## config.mk

```make
export PLATFORM = sky130hd
export DESIGN_NAME = calc_sequencer
export DESIGN_NICKNAME = d
export VERILOG_FILES = /design/src/rtl/calc_pkg.sv /design/src/rtl/op_timeout_timer.sv /design/src/rtl/calc_sequencer.sv
export SDC_FILE = /design/constraint.sdc
export NUM_CORES = 1
export LEC_CHECK = 0
export CAP_MARGIN = 30
export CORE_MARGIN = 3
export CORE_UTILIZATION = 45
export CTS_CLUSTER_DIAMETER = 120
export DETAILED_ROUTE_END_ITERATION = 8
export PLACE_DENSITY = 0.83
export SKIP_CTS_REPAIR_TIMING = 1
export SLEW_MARGIN = 20
export SYNTH_ARGS = -nofsm -noshare
export SYNTH_HDL_FRONTEND = slang
export SYNTH_SLANG_ARGS = --single-unit
```

## constraint.sdc

```tcl
create_clock -name clk -period 2.2 [get_ports clk]
set_input_delay 0.22 -clock clk [delete_from_list [all_inputs] [get_ports clk]]
set_output_delay 0.22 -clock clk [all_outputs]
set_load 0.01 [all_outputs]
```

## src/rtl/calc_pkg.sv

```systemverilog
// Shared encodings for the calculator sequencer: FSM states, ALU op codes,
// error codes and the display clamp used when chaining a result.
package calc_pkg;

  localparam logic [2:0] ST_ENTER_A = 3'd0;
  localparam logic [2:0] ST_ENTER_B = 3'd1;
  localparam logic [2:0] ST_SEL_OP  = 3'd2;
  localparam logic [2:0] ST_ISSUE   = 3'd3;
  localparam logic [2:0] ST_WAIT    = 3'd4;
  localparam logic [2:0] ST_SHOW    = 3'd5;
  localparam logic [2:0] ST_ERROR   = 3'd6;

  localparam logic [1:0] OP_ADD = 2'd0;
  localparam logic [1:0] OP_SUB = 2'd1;
  localparam logic [1:0] OP_MUL = 2'd2;
  localparam logic [1:0] OP_DIV = 2'd3;

  localparam logic [1:0] ERR_NONE    = 2'd0;
  localparam logic [1:0] ERR_ALU     = 2'd1;
  localparam logic [1:0] ERR_TIMEOUT = 2'd2;

  localparam int DISP_MAX = 999;

endpackage

```

## src/rtl/op_timeout_timer.sv

```systemverilog
// Cycle counter bounding how long the sequencer waits on the ALU.
// expired flags the last allowed cycle while counting is enabled.
module op_timeout_timer #(
  parameter int TIMEOUT_CYC = 1024
) (
  input  logic clk,
  input  logic reset,
  input  logic clr,
  input  logic en,
  output logic expired
);

  localparam int CW = $clog2(TIMEOUT_CYC);

  logic [CW-1:0] count;

  always_ff @(posedge clk or negedge reset) begin
    if (!reset) begin
      count <= '0;
    end else if (clr) begin
      count <= '0;
    end else if (en) begin
      count <= count + CW'(1);
    end
  end

  assign expired = en && (count == CW'(TIMEOUT_CYC - 1));

endmodule

```

## src/rtl/calc_sequencer.sv

```systemverilog
// Operand/operation sequencer: captures A and B, picks an op, runs the
// shared ALU through a start/done handshake and holds result or error.
module calc_sequencer #(
  parameter int DATA_W      = 16,
  parameter int RES_W       = 32,
  parameter int TIMEOUT_CYC = 1024,
  parameter int DISP_MAX    = calc_pkg::DISP_MAX
) (
  input  logic              clk,
  input  logic              reset,
  input  logic              confirm,
  input  logic              op_next,
  input  logic              clear,
  input  logic [DATA_W-1:0] entry_data,
  output logic              entry_sel,
  output logic              alu_start,
  output logic              alu_abort,
  output logic [1:0]        alu_op,
  output logic [DATA_W-1:0] alu_a,
  output logic [DATA_W-1:0] alu_b,
  input  logic              alu_done,
  input  logic              alu_err,
  input  logic [RES_W-1:0]  alu_result,
  output logic [RES_W-1:0]  result,
  output logic              result_valid,
  output logic [1:0]        err_code,
  output logic [2:0]        state_out,
  output logic              busy
);

  import calc_pkg::*;

  localparam logic signed [RES_W-1:0] CLAMP_HI = RES_W'(DISP_MAX);
  localparam logic signed [RES_W-1:0] CLAMP_LO = -CLAMP_HI;

  logic [2:0]        state;
  logic              tmr_clr;
  logic              tmr_en;
  logic              expired;
  logic [DATA_W-1:0] chain_a;

  // Handshake: alu_start is a one-cycle strobe while in ISSUE; the ALU answers
  // with a one-cycle alu_done (qualified by alu_err) that is honoured only in
  // WAIT. Operands and op are frozen from ISSUE until WAIT is left.
  assign alu_start    = (state == ST_ISSUE);
  assign busy         = (state == ST_ISSUE) || (state == ST_WAIT);
  assign entry_sel    = (state == ST_ENTER_B);
  assign result_valid = (state == ST_SHOW);
  assign state_out    = state;

  // Timer is zeroed on the way into ISSUE so ISSUE itself is the first counted cycle.
  assign tmr_clr = (state == ST_SEL_OP) && confirm && !clear;
  assign tmr_en  = busy;

  op_timeout_timer #(
    .TIMEOUT_CYC(TIMEOUT_CYC)
  ) u_timer (
    .clk    (clk),
    .reset  (reset),
    .clr    (tmr_clr),
    .en     (tmr_en),
    .expired(expired)
  );

  always_comb begin
    chain_a = result[DATA_W-1:0];
    if ($signed(result) > CLAMP_HI) begin
      chain_a = CLAMP_HI[DATA_W-1:0];
    end else if ($signed(result) < CLAMP_LO) begin
      chain_a = CLAMP_LO[DATA_W-1:0];
    end
  end

  always_ff @(posedge clk or negedge reset) begin
    if (!reset) begin
      state     <= ST_ENTER_A;
      alu_a     <= '0;
      alu_b     <= '0;
      alu_op    <= OP_ADD;
      result    <= '0;
      err_code  <= ERR_NONE;
      alu_abort <= 1'b0;
    end else begin
      alu_abort <= clear && ((state == ST_ISSUE) || (state == ST_WAIT));
      if (clear) begin
        state    <= ST_ENTER_A;
        err_code <= ERR_NONE;
      end else begin
        case (state)
          ST_ENTER_A: if (confirm) begin
            alu_a <= entry_data;
            state <= ST_ENTER_B;
          end
          ST_ENTER_B: if (confirm) begin
            alu_b <= entry_data;
            state <= ST_SEL_OP;
          end
          ST_SEL_OP: begin
            if (confirm) begin
              state <= ST_ISSUE;
            end else if (op_next) begin
              alu_op <= alu_op + 2'd1;
            end
          end
          ST_ISSUE: state <= ST_WAIT;
          ST_WAIT: begin
            // A done arriving on the timeout cycle still counts as success.
            if (alu_done) begin
              if (alu_err) begin
                err_code <= ERR_ALU;
                state    <= ST_ERROR;
              end else begin
                result <= alu_result;
                state  <= ST_SHOW;
              end
            end else if (expired) begin
              err_code <= ERR_TIMEOUT;
              state    <= ST_ERROR;
            end
          end
          ST_SHOW: begin
            if (confirm) begin
              state <= ST_ENTER_A;
            end else if (op_next) begin
              alu_a <= chain_a;
              state <= ST_ENTER_B;
            end
          end
          ST_ERROR: if (confirm) begin
            err_code <= ERR_NONE;
            state    <= ST_ENTER_A;
          end
          default: state <= ST_ENTER_A;
        endcase
      end
    end
  end

endmodule

```

# == After elaboration in Yosys (flattened, before gate mapping) ==
# Cells that the tools add are included.
# totals
reg_bits,82
inputBits,55
out_inout_bits,76
# op_classes
addsub,2
magnitude_cmp,2
eq_ne,17
n_mux,25
n_bitwise,3
reduce_logical,16
# op_table
cell,n
$mux 16,5
$gt 32x11->1 const B,1
$lt 32x11->1 const B,1
$pmux 16 s2,1
$mux 3,9
$pmux 3 s7,1
$mux 10,2
$mux 2,6
$ne 3x3->1 const B,4
$ne 4x4->1 const B,3
$reduce_and 4->1,3
$add 10x1->10 const B,1
$eq 10x10->1 const B,1
$eq 3x3->1 const B,3
$eq 3x2->1 const B,2
$ne 2x2->1 const B,3
$reduce_and 6->1,1
$reduce_and 5->1,1
$logic_and 1x1->1,4
$pmux 2 s2,1
$reduce_bool 2->1,2
$eq 3x1->1 const B,1
$logic_not 3->1,1
$not 1->1,3
5 further kinds,5

# == Longest topological paths before layout ==
# Gate-level depths: netlist of the first run.
# depth
word_depth,7
ltp_mapped,7
mapped_depth_nobuf,6

# == Modules after synthesis ==
# Synthesis of the first run repeated with hierarchy kept, for this count alone.
# unflattened
cells_unflattened,392
area_unflattened_um2,3802.4
# by_module_without_submodules
module,n_inst,cells_per_inst,area_per_inst_um2,seq_area_each_um2
calc_sequencer,1,342,3293.2,1801.7
op_timeout_timer,1,50,509.2,250.2

# == Worst setup path after synthesis of the first run ==
# OpenSTA, ideal clock, no wires.
# synth_path
path_type,reg2reg
start,reg result[27]
end,reg alu_a[0]
setup_time_ps,129
arrival_ps,1759
setup_slack_ps,311
stages_incl_launch_ff,6
n_path_buf,0
path_cell_list,dfrtp_1 > or4_4 > nor3_2 > a31oi_2 > nand2b_4 > o41a_1
# synth_between
elab_chain_len,6
word_cells_on_any_way,7
cone_classes,2 x order compare; 5 x mux
# synth_lines
element,line,source
from (decl),calc_sequencer.sv:24,"output logic [RES_W-1:0] result,"
from (signal assigned),calc_sequencer.sv:113,result <= alu_result;
$lt 32x11->1,calc_sequencer.sv:69,end else if ($signed(result) < CLAMP_LO) begin
$mux 16,calc_sequencer.sv:69,
$mux 16 (*),calc_sequencer.sv:67,if ($signed(result) > CLAMP_HI) begin
$mux 16 (*),calc_sequencer.sv:124,end else if (op_next) begin
$mux 16 (*),calc_sequencer.sv:122,if (confirm) begin
$pmux 16 s2 (*),calc_sequencer.sv:89,case (state)
to (signal assigned),calc_sequencer.sv:91,alu_a <= entry_data;
to (signal assigned),calc_sequencer.sv:125,alu_a <= chain_a;
to (decl),calc_sequencer.sv:19,"output logic [DATA_W-1:0] alu_a,"
# Every way passes the cells marked *; elsewhere a longest branch is shown, timed or not. The select of a mux whose other input is x is not followed.
# A chain may end at the register's enable or synchronous reset.

# == Worst setup path in the final report of the first run ==
# layout_path
start,reg state[0] (netlist: state_out[0])
end,out result_valid
# layout_between
elab_chain_len,1
# layout_lines
element,line,source
from (decl),calc_sequencer.sv:36,logic [2:0] state;
from (signal assigned),calc_sequencer.sv:76,state <= ST_ENTER_A;
from (signal assigned),calc_sequencer.sv:86,state <= ST_ENTER_A;
from (signal assigned),calc_sequencer.sv:92,state <= ST_ENTER_B;
$eq 3x3->1,calc_sequencer.sv:48,assign result_valid = (state == ST_SHOW);
to (decl),calc_sequencer.sv:25,"output logic result_valid,"
# No other way between the ends.

==> results.yml, run 1 <==
logic_synthesis:
  synth_warnings: 0
  synthesis.nets: 378
  yosys-top-cells-area: "dfrtp_1 (54%), mux2_1 (8.0%), mux2_2 (6.9%)"
  synth_edf_count: 0
  synth.ff_latch_count: 82
  synth.distinct_cells: 53
  synth-seq-area-share_pct: 54.30
  synth_cells: 322
  avgSynthCellArea_um2: 11.73
  synth_top_area_share_pct: 54.30
  synthFlopType: "dfrtp_1"
  synth_top_area_cell: "dfrtp_1"
  ys_async_sr_fraction_pct: 100.0
  syn_area_um2: 3779
setup_path:
  crit_type: "register to output port"
  worstPathArrival_ns: 1.91
  end_kind: "output port"
  cp.required_ns: 1.98
  path_max_fanout: 13
  start_kind: "register"
cts:
  clk_pin_slew_ns: 0.09
  cts_root_buf: "clkbuf_8"
  cts_tree: "done"
  cts_buffer_depth: 2
  htreeDepth: 3
  cts_buffers: 9
  cts_num_sinks: 82
  clk_latency_ns: 0.35
grt:
  use_met3_pct: 7.035
  antenna_found_initial: 0
  use_met2_pct: 34.74
  grt_util_met1_pct: 25.16
  grt_pass1_vias: 3186
  grt_pass1_wl_um: 16000
  grt-ovfl-total: 0
  grt_use_total_pct: 20.89
  top_usage_layer: "met2"
  grt_max_degree: 53
sta:
  slew_headroom_pct: 54.04
  worstMarginPinSlew_ns: 0.6894
  finalClockSkew_ns: 0.01200
  period_share_pct: 96.60
  whs_ns: 0.4379
  hold_viol: 0
  setup_ws_ns: 0.07474
  layout_min_cycle_time_ns: 2.125
  slew_violations: 0
  setup_tns_ns: 0
  finalSetupViolCount: 0
  fmax_ghz: 0.4705
pwr:
  p_leak_nw: 2.391
  ir_drop_v: 0.0004941
  seqPwrFrac_pct: 42.1
  power.share.clock_pct: 21.1
  sw_frac_of_total_pct: 31.27
  power.combinational.fraction_pct: 36.8
  power.internal_mw: 3.904
  switchingPower_mw: 1.777
  p_per_area_nw_per_um2: 1035
finish:
  area_delta_synth_final_pct: 45.26
  drive_gt1_share_pct: 14.38
  fillCellCount: 611
  postLayoutCellArea_um2: 5489
  num_antenna_cells: 0
  nets: 517
routing:
  drt.antenna.violating_nets: 0
  wire_per_inst_um: 17.09
  wirelength_um: 9708
  drtPass1Iterations: 4
  drc_errors: 0
  via_per_inst: 5.384
  routed-via-count: 3058
  drt-initial-drc-count: 104
floorplan:
  initial_core_util_pct: 47.66
  design.core.area_um2: 7928
  die_w_um: 97.64
  die_y_um: 97.64
  rows: 32
  ios: 131
  die-area_um2: 9533
run:
  cap_viol_max_count: 0
place:
  dp_slack_ns: 0.2284
  place.detailed.hpwl_um: 7337
  place_area_um2: 5248
  gp_congestion: 0.8159
  port_buffers: 130
hold_path:
  hp-class: "primary input to asynchronous set/reset pin"
run_status:
  outcome: "finished, final reports clean"
layer usage:
metal / routed length (um) / part of all wire (%)
met1: 4059 / 42
met2: 4626 / 48
met3: 840 / 8.7
met4: 181 / 1.9
met5: 0 / 0
power by group through the flow:
stage                     logic [mW]  registers, mW  clock network [mW]
after floorplan                0.765           2.52                   0
after global placement          2.05           2.38                   0
after detailed placement        2.10           2.42                   0
after CTS                       2.12           2.39                1.22
after global routing            2.25           2.47                1.28
final                           2.09           2.39                1.20
synth_stat cells, drive strengths merged, types with 6 or more instances:
| cell | count |
|---|---|
| a21oi | 12 |
| buf | 8 |
| clkbuf | 7 |
| dfrtp | 82 |
| inv | 6 |
| mux2 | 50 |
| nand2 | 23 |
| nand3 | 10 |
| nor2 | 26 |
| o21ai | 13 |
| o31ai | 9 |
| xor2 | 6 |
stage by stage:
stage               cells  total power [mW]  utilization, %
global placement      551             4.432           66.19
CTS                   567             5.728           68.96
floorplan             322             3.285               -
detailed placement    551             4.521           66.19
finish                568             5.681           69.24
global route          568             6.002           69.24
worst paths after layout:
check	startpoint	end	slack, ns	cells after the start
min in group clk	alu_result[9]	result[9]	0.46	2
worst max register to register	result[27]	alu_a[0]	0.23	5
max in group asynchronous	reset	state_out[1]	1.12	3
worst min-delay path	reset	result[25]	0.44	2
worst max-delay path	state_out[0]	result_valid	0.07	4
worst min register to register	alu_a[5]	alu_a[5]	0.48	2
state kept, by name (all words and copies together), names as in the netlist:
name	flops
alu_b	16
err_code	2
state_out	3
result	32
u_timer.count	10
alu_a	16
alu_op	2
alu_abort	1
logic make-up after synthesis:
family	after synthesis	share of synthesized area, %
compound gates	53	9.868
xor+xnor	10	2.318
fa+ha+maj	1	0.3311
buf+inv	21	2.583
flops	82	54.30
mux	53	15.70
simple gates	102	14.90
critical path: stages (launching register included):
cell and delay, ns:
dfrtp_2 0.51, nor2b_2 0.27, nand2_4 0.14, inv_4 0.08
clkdlybuf4s50_1 0.54
final cells by class:
class / instances / area [um2] / share of cell area (%)
Clock buffer: 11 / 141.4 / 2.576
Timing Repair Buffer: 143 / 1424 / 25.94
Tap cell: 102 / 127.6 / 2.325
Clock inverter: 5 / 77.57 / 1.413
Sequential cell: 82 / 2056 / 37.45
Inverter: 6 / 25.02 / 0.4559
Multi-Input combinational cell: 219 / 1638 / 29.84
placed cells by master (no fill, tap or decap), types with 3 or more instances in the layout:
| cell | Yosys | routed |
|---|---|---|
| o31ai_1 | 8 | 8 |
| mux2_1 | 27 | 27 |
| a211oi_1 | 5 | 5 |
| nand2b_1 | 4 | 4 |
| xnor2_1 | 4 | 4 |
| clkdlybuf4s50_1 | 0 | 129 |
| nand2_1 | 22 | 22 |
| nor4_1 | 4 | 4 |
| nand3_1 | 10 | 10 |
| and3_1 | 4 | 4 |
| mux2_2 | 23 | 23 |
| dfrtp_1 | 82 | 79 |
| mux2i_1 | 3 | 3 |
| nor2_1 | 26 | 26 |
| buf_4 | 0 | 11 |
| nor2b_1 | 5 | 4 |
| o21ai_0 | 10 | 10 |
| dfrtp_2 | 0 | 3 |
| nand4_1 | 5 | 5 |
| inv_1 | 5 | 5 |
| a21oi_1 | 12 | 12 |
| clkbuf_8 | 0 | 10 |
| xor2_1 | 6 | 6 |
Power figures use the tool's default switching activity.
==> inputs of run 2 (changes only) <==
--- a/config.mk
+++ b/config.mk
@@ -5,6 +5,7 @@
 export SDC_FILE = /design/constraint.sdc
 export NUM_CORES = 1
 export LEC_CHECK = 0
+export ABC_CLOCK_PERIOD_IN_PS = 2200
 export CAP_MARGIN = 30
 export CORE_MARGIN = 3
 export CORE_UTILIZATION = 45
==> results of run 2 <==
Final layout, timing and power as in run 1 (identical DEF).
==> inputs of run 3 (changes only) <==
--- a/config.mk
+++ b/config.mk
@@ -12,6 +12,7 @@
 export CTS_CLUSTER_DIAMETER = 120
 export DETAILED_ROUTE_END_ITERATION = 8
 export PLACE_DENSITY = 0.83
+export SETUP_SLACK_MARGIN = 0.5
 export SKIP_CTS_REPAIR_TIMING = 1
 export SLEW_MARGIN = 20
 export SYNTH_ARGS = -nofsm -noshare
==> results.yml, run 3 (synthesis results as in run 1) <==
pwr:
  p_leak_nw: 2.785
  p_per_area_nw_per_um2: 1035
  ir_drop_v: 0.0005487
  totalPowerFinal_mw: 6.207
setup_path:
  path_cells: "nand4_1, o41ai_1, nand3_1, a2111oi_1, a221oi_2"
  cpPeakStageDelay_ns: 0.48
  path_max_fanout: 4
  crit_type: "register to register"
  start_kind: "register"
  worstPathArrival_ns: 2.17
  end_kind: "register"
  slowest_stage: "a2111oi_1"
  cp.required_ns: 2.41
floorplan:
  die_y_um: 97.64
  die_w_um: 97.64
  initial_core_util_pct: 47.66
  design.core.area_um2: 7928
  ios: 131
  die-area_um2: 9533
  rows: 32
run:
  cap_viol_max_count: 0
sta:
  fmax_ghz: 0.5083
  finalClockSkew_ns: 0.01266
  layout_min_cycle_time_ns: 1.967
  slew_violations: 0
  whs_ns: 0.4692
  hold_viol: 0
  period_share_pct: 89.43
  finalSetupViolCount: 0
  slew_headroom_pct: 46.65
  grt_setup_unrepaired: "yes"
  worstMarginPinSlew_ns: 0.8003
place:
  place.detailed.hpwl_um: 7284
  place_area_um2: 5253
  port_buffers: 130
  gp_congestion: 0.8139
cts:
  cts_buffers: 9
  cts_buffer_depth: 2
  cts_tree: "done"
  cts_num_sinks: 82
  cts_root_buf: "clkbuf_8"
  clk_pin_slew_ns: 0.09
  clk_latency_ns: 0.35
  htreeDepth: 3
finish:
  final_cell_mix: "clkdlybuf4s50_1 (125), dfrtp_1 (78), buf_4 (31)"
  postLayoutCellArea_um2: 5997
  fillCellCount: 496
  fin_util_pct: 75.65
  reg_top3: "result: 32 flops, alu_a: 16 flops, alu_b: 16 flops"
  area_delta_synth_final_pct: 58.71
  regArea_um2: 2057
  multi_input_area_um2: 1793
  drive_gt1_share_pct: 25.55
  largest_reg_flops: 32
  largest_register: "result"
  final_common_cell: "clkdlybuf4s50_1"
  nets: 548
  num_antenna_cells: 0
routing:
  drt.antenna.violating_nets: 0
  drc_errors: 0
  drt-initial-drc-count: 177
  drtPass1Iterations: 4
  routed-via-count: 3279
  via_per_inst: 5.474
  wire_per_inst_um: 18.76
  wirelength_um: 11240
grt:
  top_usage_layer: "met2"
  grt_util_met1_pct: 27.47
  grt_use_total_pct: 21.29
  grt_pass1_vias: 3217
  use_met3_pct: 6.748
  grt_pass1_wl_um: 16280
  grt-ovfl-total: 0
  use_met2_pct: 33.90
  antenna_found_initial: 0
  grt_max_degree: 64
hold_path:
  hp-class: "primary input to register"
run_status:
  outcome: "finished, final reports clean"
==> run 3: worst max-delay path: cells and delay by family, from the launching register on <==
family,cells,cell delay [ns]
and+or+nand+nor,2,0.39
AOI/OAI and AO/OA,3,1.03
DFF,1,0.42
==> run 3: power breakdown <==
part / internal, mW / switching [mW] / total (mW)
clock network: 0.708 / 0.560 / 1.27
registers: 2.00 / 0.400 / 2.40
logic: 1.54 / 1.00 / 2.54
==> run 3: cell type report <==
| type | count | area share (%) |
|---|---|---|
| clock buffer | 11 | 2.525 |
| clock inverter | 5 | 1.419 |
| inverter | 6 | 0.4173 |
| multi-input combinational | 219 | 29.90 |
| sequential | 82 | 34.30 |
| tap | 102 | 2.128 |
| timing repair buffer | 174 | 29.31 |
==> run 3: per-layer routing <==
metal | wire, um | up-vias
met5 | 0 | -
met1 | 4579 | 1620
met2 | 5645 | 143
li1 | - | 1501
met4 | 170 | 0
met3 | 842 | 15
==> run 3: metrics by stage <==
step | setup TNS, ns | std cells | worst slack [ns]
2_1_floorplan | 0 | 322 | 0.3167
3_3_place_gp | 0 | 550 | 0.3035
3_5_place_dp | 0 | 550 | 0.2301
4_1_cts | -0.05593 | 566 | -0.05305
5_1_grt | 0 | 599 | 0.1343
6_report | 0 | 599 | 0.2326
==> run 3: final timing paths <==
check	start	to	slack [ns]	cells past startpoint
worst max-delay path	result[14]	alu_a[4]	0.23	5
worst min-delay path	alu_result[3]	result[3]	0.47	2
worst max register to register	result[14]	alu_a[4]	0.23	5
worst min register to register	alu_a[8]	alu_a[8]	0.48	2
max in group asynchronous	reset	result[24]	1.00	3
min in group asynchronous	reset	result[27]	0.48	2
